[config.mk]
export PLATFORM = sky130hd
export DESIGN_NAME = bcd_parse_flat
export DESIGN_NICKNAME = d
export VERILOG_FILES = /design/src/rtl/bcd_parse_if.sv /design/src/rtl/bcd_parse.sv /design/src/flat_wrapper.sv
export SDC_FILE = /design/constraint.sdc
export NUM_CORES = 1
export LEC_CHECK = 0
export CAP_MARGIN = 20
export CELL_PAD_IN_SITES_DETAIL_PLACEMENT = 0
export CELL_PAD_IN_SITES_GLOBAL_PLACEMENT = 1
export CORE_MARGIN = 3
export CORE_UTILIZATION = 42
export DETAILED_ROUTE_END_ITERATION = 10
export PLACE_DENSITY = 0.87
export SYNTH_ARGS = -nofsm -noshare
export SYNTH_HDL_FRONTEND = slang
export SYNTH_SLANG_ARGS = --single-unit
[constraint.sdc]
create_clock -name sys_clk -period 2.75 [get_ports sys_clk]
set_clock_uncertainty 0.05 [all_clocks]
set_input_delay 0.55 -clock sys_clk [delete_from_list [all_inputs] [get_ports sys_clk]]
set_output_delay 0.55 -clock sys_clk [all_outputs]
set_load 0.01 [all_outputs]
[src/rtl/bcd_parse_if.sv]
// Byte-in / BCD-out bundle between the UART receiver, bcd_parse and its consumer.
// The master side supplies bytes and the slave side (bcd_parse) returns parsed values.
interface bcd_parse_if #(
  parameter int DIGITS = 3
) ();
  logic [7:0]          data_in;
  logic                data_in_en;
  logic [4*DIGITS-1:0] bcd_out;
  logic                bcd_out_en;
  logic                err_out;

  modport master (
    output data_in, data_in_en,
    input  bcd_out, bcd_out_en, err_out
  );

  modport slave (
    input  data_in, data_in_en,
    output bcd_out, bcd_out_en, err_out
  );
endinterface

[src/rtl/bcd_parse.sv]
// Assembles a CR/LF-terminated line of ASCII decimal digits into a packed BCD word.
// Rejects malformed, over-length and stalled lines with a one-cycle error strobe.
module bcd_parse #(
   parameter int DIGITS         = 3,
   parameter int TIMEOUT_CYCLES = 5_000_000
) (
   input logic         sys_clk,
   input logic         sys_rst,
   bcd_parse_if.slave  bus
);

   localparam int ACC_W = 4 * DIGITS;
   localparam int CW    = $clog2(DIGITS + 1);
   localparam int TW    = (TIMEOUT_CYCLES > 0) ? $clog2(TIMEOUT_CYCLES + 1) : 1;
   localparam logic [TW-1:0] TMO_LAST = (TIMEOUT_CYCLES > 0) ? TW'(TIMEOUT_CYCLES - 1) : '0;
   localparam logic [CW-1:0] CNT_MAX  = CW'(DIGITS);

   typedef enum logic [1:0] {IDLE, COLLECT, DISCARD} state_t;

   state_t           state;
   logic [ACC_W-1:0] acc;
   logic [CW-1:0]    count;
   logic [TW-1:0]    tmo_cnt;

   logic       is_digit;
   logic       is_term;
   logic [3:0] nibble;
   logic       tmo_hit;

   always_comb begin
      is_digit = (bus.data_in >= 8'h30) && (bus.data_in <= 8'h39);
      is_term  = (bus.data_in == 8'h0D) || (bus.data_in == 8'h0A);
      nibble   = bus.data_in[3:0];
      tmo_hit  = (TIMEOUT_CYCLES > 0) && (tmo_cnt == TMO_LAST);
   end

   // NOTE: every register here is sequential state, so only non-blocking assignments are used.
   always_ff @(posedge sys_clk) begin
      if (sys_rst) begin
         state          <= IDLE;
         acc            <= '0;
         count          <= '0;
         tmo_cnt        <= '0;
         bus.bcd_out    <= '0;
         bus.bcd_out_en <= 1'b0;
         bus.err_out    <= 1'b0;
      end else begin
         bus.bcd_out_en <= 1'b0;
         bus.err_out    <= 1'b0;

         case (state)
            IDLE: begin
               tmo_cnt <= '0;
               if (bus.data_in_en) begin
                  if (is_digit) begin
                     acc   <= ACC_W'(nibble);
                     count <= CW'(1);
                     state <= COLLECT;
                  end else if (!is_term) begin
                     bus.err_out <= 1'b1;
                     state       <= DISCARD;
                  end
               end
            end

            COLLECT: begin
               if (bus.data_in_en) begin
                  tmo_cnt <= '0;
                  if (is_digit && count != CNT_MAX) begin
                     acc   <= (acc << 4) | ACC_W'(nibble);
                     count <= count + CW'(1);
                  end else if (is_term) begin
                     bus.bcd_out    <= acc;
                     bus.bcd_out_en <= 1'b1;
                     acc            <= '0;
                     count          <= '0;
                     state          <= IDLE;
                  end else begin
                     // Over-length digit or invalid byte: reject the rest of the line.
                     bus.err_out <= 1'b1;
                     acc         <= '0;
                     count       <= '0;
                     state       <= DISCARD;
                  end
               end else if (tmo_hit) begin
                  bus.err_out <= 1'b1;
                  acc         <= '0;
                  count       <= '0;
                  tmo_cnt     <= '0;
                  state       <= IDLE;
               end else begin
                  tmo_cnt <= tmo_cnt + TW'(1);
               end
            end

            DISCARD: begin
               if (bus.data_in_en) begin
                  tmo_cnt <= '0;
                  if (is_term) state <= IDLE;
               end else if (tmo_hit) begin
                  tmo_cnt <= '0;
                  state   <= IDLE;
               end else begin
                  tmo_cnt <= tmo_cnt + TW'(1);
               end
            end

            default: begin
               acc     <= '0;
               count   <= '0;
               tmo_cnt <= '0;
               state   <= IDLE;
            end
         endcase
      end
   end

endmodule
[src/flat_wrapper.sv]
// flat-port wrapper written by rule: the top's interface ports become plain ports
module bcd_parse_flat 
#(
   parameter int DIGITS         = 3,
   parameter int TIMEOUT_CYCLES = 5_000_000
)
  (sys_clk, sys_rst, bus_data_in, bus_data_in_en, bus_bcd_out, bus_bcd_out_en, bus_err_out);
  bcd_parse_if #(.DIGITS(DIGITS)) bus_i ();
  input logic sys_clk;
  input logic sys_rst;
  input wire logic [$bits(bus_i.data_in)-1:0] bus_data_in;
  input wire logic [$bits(bus_i.data_in_en)-1:0] bus_data_in_en;
  output wire logic [$bits(bus_i.bcd_out)-1:0] bus_bcd_out;
  output wire logic [$bits(bus_i.bcd_out_en)-1:0] bus_bcd_out_en;
  output wire logic [$bits(bus_i.err_out)-1:0] bus_err_out;
  assign bus_i.data_in = bus_data_in;
  assign bus_i.data_in_en = bus_data_in_en;
  assign bus_bcd_out = bus_i.bcd_out;
  assign bus_bcd_out_en = bus_i.bcd_out_en;
  assign bus_err_out = bus_i.err_out;
  bcd_parse #(.DIGITS(DIGITS), .TIMEOUT_CYCLES(TIMEOUT_CYCLES)) u_core (.sys_clk(sys_clk), .sys_rst(sys_rst), .bus(bus_i));
endmodule
==> impl_metrics.tcl, run 1 <==
set metrics [dict create \
    drc 0 \
    max_slew.worst_pin.slew_ns 0.700 \
    ys_async_sr_fraction 0 \
    crit_buf_inv 1 \
    die_h_um 80.8 \
    slowest_delay_ns 0.48 \
    crit_fanout 8 \
    place_ws_ns 0.0982 \
    status "complete, no violations" \
    overflow 0 \
    cpMostUsedCell "a21oi_1" \
    nNetsFinal 309 \
    gp_congestion 0.791 \
    min_path_type "flip-flop to flip-flop" \
    final_cell_mix "dfxtp_1 (53), nor2_1 (46), clkdlybuf4s50_1 (24)" \
    criticalPathCategory "primary input to flip-flop" \
    clockRootBuffer "clkbuf_8" \
    port_buffers 24 \
    track_usage 0.151 \
    path_clk_slew_ns 0.10 \
    core_um2 5270 \
    synth_area_um2 2350 \
    insertion_delay_ns 0.30 \
    diodes 0 \
    drv_slew 0 \
    maxSlewHeadroom 0.529 \
    finalSetupViolCount 0 \
    final_cell_area_um2 2770 \
    detailed_place.area_um2 2680 \
    reg2reg_from "u_core.tmo_cnt[15]$_SDFF_PP0_" \
    cts_resized 0 \
    power.density_nw_per_um2 495 \
    cts_inserted_buffers 5 \
    r2r_end "u_core.bus.err_out$_SDFF_PP0_" \
    dp_hpwl_mm 3.23 \
    syn2layout_area_growth_pct 18.0 \
    num_io_pins 25 \
    grt_pass1_wl_mm 7.80 \
    p_seq_frac 0.579 \
    synth_edf_count 0 \
    ctsHtreeMaxLevel 2 \
    seq_area_frac_synth 0.452 \
    ant_nets 0 \
    cts_num_sinks 53 \
    final.min_clock_period_ns 2.36 \
    ys.flop_type "dfxtp_1" \
    wl_mm 4.45 \
    crit_family "compound AO/OA/AOI/OAI gates" \
    path_depth 6 \
    grt_start_max_net_pins 23 \
    vias 1875 \
    layout_commonest_cell "dfxtp_1" \
    cts_buffer_depth 2 \
    fillers 502 \
    worstSetupEndpointType "flip-flop" \
    combPwrFrac 0.102 \
    postCtsSetupBuffers 0 \
    vias_per_cell 5.17 \
    finalHoldViolCount 0 \
    crit_path_top_delay_cell "clkdlybuf4s50_1" \
    cts_tree "built" \
    switching_share 0.256 \
    grt_pass1_vias 1746 \
    drv_cap 0 \
    layout-drive-gt1-share 0.0717 \
    start_kind "primary input" \
    antenna_found_initial 0 \
    crit_arrival_ns 2.52 \
    first_pass_iters 4 \
    worst-r2r-setup-slack_ns 0.46 \
    crit_end "u_core.acc[7]$_SDFFE_PP0P_" \
    worst_slack_ns 0.386 \
    postSynthCellCount 264 \
    avgSynthCellArea_um2 8.90 \
    final.setup.tns_ns 0 \
    p_clk_frac 0.319 \
    post_drt_wl_per_cell_um 12.3 \
    ff2ff_path_depth 5 \
    power.internal_mw 1.02 \
    max_freq_ghz 0.423 \
    fp.dieW_um 80.8 \
    ir_worst_vdd_mv 0.257 \
    synth_nets 281 \
    drt_iter0_drc 119 \
    die_area_um2 6530 \
    cp_cell_sequence "clkdlybuf4s50_1 > nor4bb_1 > nand3_1 > a21oi_1 > a21oi_1 > a22o_1" \
    critPathRequiredTime_ns 2.91 \
    num_rows 26 \
    crit_path_start "bus_data_in[5]" \
    min_period_over_period 0.860 \
    p_leak_nw 1.01 \
    yosys_warnings 0 \
    rsz0062_at_grt "no" \
    synth-seq-cells 53 \
    hold_buffers 0 \
    start_util 0.446 \
    synth.distinct_cells 38 \
    power.net_switching_uw 352 \
]
synth_stat cells, types with 3 or more instances:
cell / number / area [um^2]
inv_1: 6 / 22.5
nand2b_1: 3 / 18.8
nor4_1: 4 / 25.0
nand2_1: 18 / 67.6
o21ai_0: 11 / 55.1
xor2_1: 10 / 87.6
nor2b_1: 8 / 50.1
mux2i_1: 12 / 120
nand3_1: 11 / 55.1
nor2_1: 46 / 173
dfxtp_1: 53 / 1060
clkbuf_1: 5 / 18.8
buf_2: 3 / 15.0
or2_2: 4 / 25.0
nand4_1: 6 / 37.5
a21oi_1: 7 / 35.0
ha_1: 6 / 75.1
a22o_1: 8 / 70.1
xnor2_1: 11 / 96.3
nor3_1: 8 / 40.0
power groups by stage:
stage / combinational (mW) / sequential [mW] / clock [mW]
after floorplan: 0.0961 / 0.811 / 0
after global placement: 0.138 / 0.814 / 0
after detailed placement: 0.139 / 0.814 / 0
after CTS: 0.140 / 0.796 / 0.453
after global routing: 0.160 / 0.799 / 0.488
final: 0.140 / 0.796 / 0.438
state kept, by name, indices dropped and copies added (netlist names):
signal,count
u_core.bus.bcd_out,12
u_core.state,2
u_core.bus.bcd_out_en,1
u_core.bus.err_out,1
u_core.count,2
u_core.tmo_cnt,23
u_core.acc,12
routing by layer:
metal / vias up / share of wire / global-route usage
met2: 29 / 0.43 / 0.225
li1: 974 / - / -
met5: - / 0 / 0
met4: 0 / 0.013 / 0.0456
met1: 867 / 0.53 / 0.215
met3: 5 / 0.034 / 0.0377
kinds of logic (layout without fill, tap and decap cells):
group,Yosys count,in the layout,share of synthesized area
multiplexers,12,12,0.0511
buffers and inverters,14,43,0.0240
adder cells (fa/ha/maj),6,6,0.0319
AND/OR/NAND/NOR,121,121,0.257
XOR/XNOR,21,21,0.0783
flip-flops,53,53,0.452
AO/OA/AOI/OAI,37,37,0.106
worst reg2reg max path, cell delays in order, from the launching register on:
cell	delay, ns
dfxtp_1	0.36
or4_1	0.54
or4_4	0.44
or2_4	0.29
or3b_1	0.39
a21oi_2	0.15
stage by stage:
step / utilization / power (mW) / cells / hold WS [ns]
3_5_place_dp: 0.509 / 0.952 / 355 / 0.405
3_3_place_gp: 0.509 / 0.952 / 355 / 0.397
5_1_grt: 0.526 / 1.45 / 363 / 0.470
2_1_floorplan: - / 0.907 / 264 / 0.380
4_1_cts: 0.526 / 1.39 / 363 / 0.428
6_report: 0.526 / 1.37 / 363 / 0.422
final cells by class:
type	count	area (um^2)	share of cell area
flip-flops and latches	53	1060	0.383
clock inverters	3	22.5	0.00812
clock buffers	5	68.8	0.0248
repair buffers	29	278	0.100
inverters	6	22.5	0.00812
multi-input cells	197	1230	0.444
well taps	70	87.6	0.0316
worst min-delay path by stage:
stage	start	endpoint	slack (ns)	depth (start not counted)
floorplan	u_core.tmo_cnt[0]$_SDFF_PP0_	u_core.tmo_cnt[0]$_SDFF_PP0_	0.38	1
global placement	u_core.tmo_cnt[0]$_SDFF_PP0_	u_core.tmo_cnt[0]$_SDFF_PP0_	0.40	1
detailed placement	u_core.tmo_cnt[0]$_SDFF_PP0_	u_core.tmo_cnt[0]$_SDFF_PP0_	0.40	1
CTS	u_core.tmo_cnt[0]$_SDFF_PP0_	u_core.tmo_cnt[0]$_SDFF_PP0_	0.43	1
global route	u_core.tmo_cnt[0]$_SDFF_PP0_	u_core.tmo_cnt[0]$_SDFF_PP0_	0.47	1
finish	u_core.tmo_cnt[0]$_SDFF_PP0_	u_core.tmo_cnt[0]$_SDFF_PP0_	0.42	1
No activity file was read; power rests on OpenSTA's default activity.
==> run 2, diff against run 1 <==
--- a/config.mk
+++ b/config.mk
@@ -10,8 +10,10 @@
 export CELL_PAD_IN_SITES_GLOBAL_PLACEMENT = 1
 export CORE_MARGIN = 3
 export CORE_UTILIZATION = 42
+export CTS_CLUSTER_DIAMETER = 60
 export DETAILED_ROUTE_END_ITERATION = 10
 export PLACE_DENSITY = 0.87
 export SYNTH_ARGS = -nofsm -noshare
 export SYNTH_HDL_FRONTEND = slang
 export SYNTH_SLANG_ARGS = --single-unit
+export TNS_END_PERCENT = 10
==> results of run 2 <==
Same layout as run 1: the final DEF is identical, and so are final timing and power.
==> run 3, diff against run 2 <==
--- a/config.mk
+++ b/config.mk
@@ -12,6 +12,7 @@
 export CORE_UTILIZATION = 42
 export CTS_CLUSTER_DIAMETER = 60
 export DETAILED_ROUTE_END_ITERATION = 10
+export HOLD_SLACK_MARGIN = 0.03
 export PLACE_DENSITY = 0.87
 export SYNTH_ARGS = -nofsm -noshare
 export SYNTH_HDL_FRONTEND = slang
==> results of run 3 <==
Same layout as run 1: the final DEF is identical, and so are final timing and power.
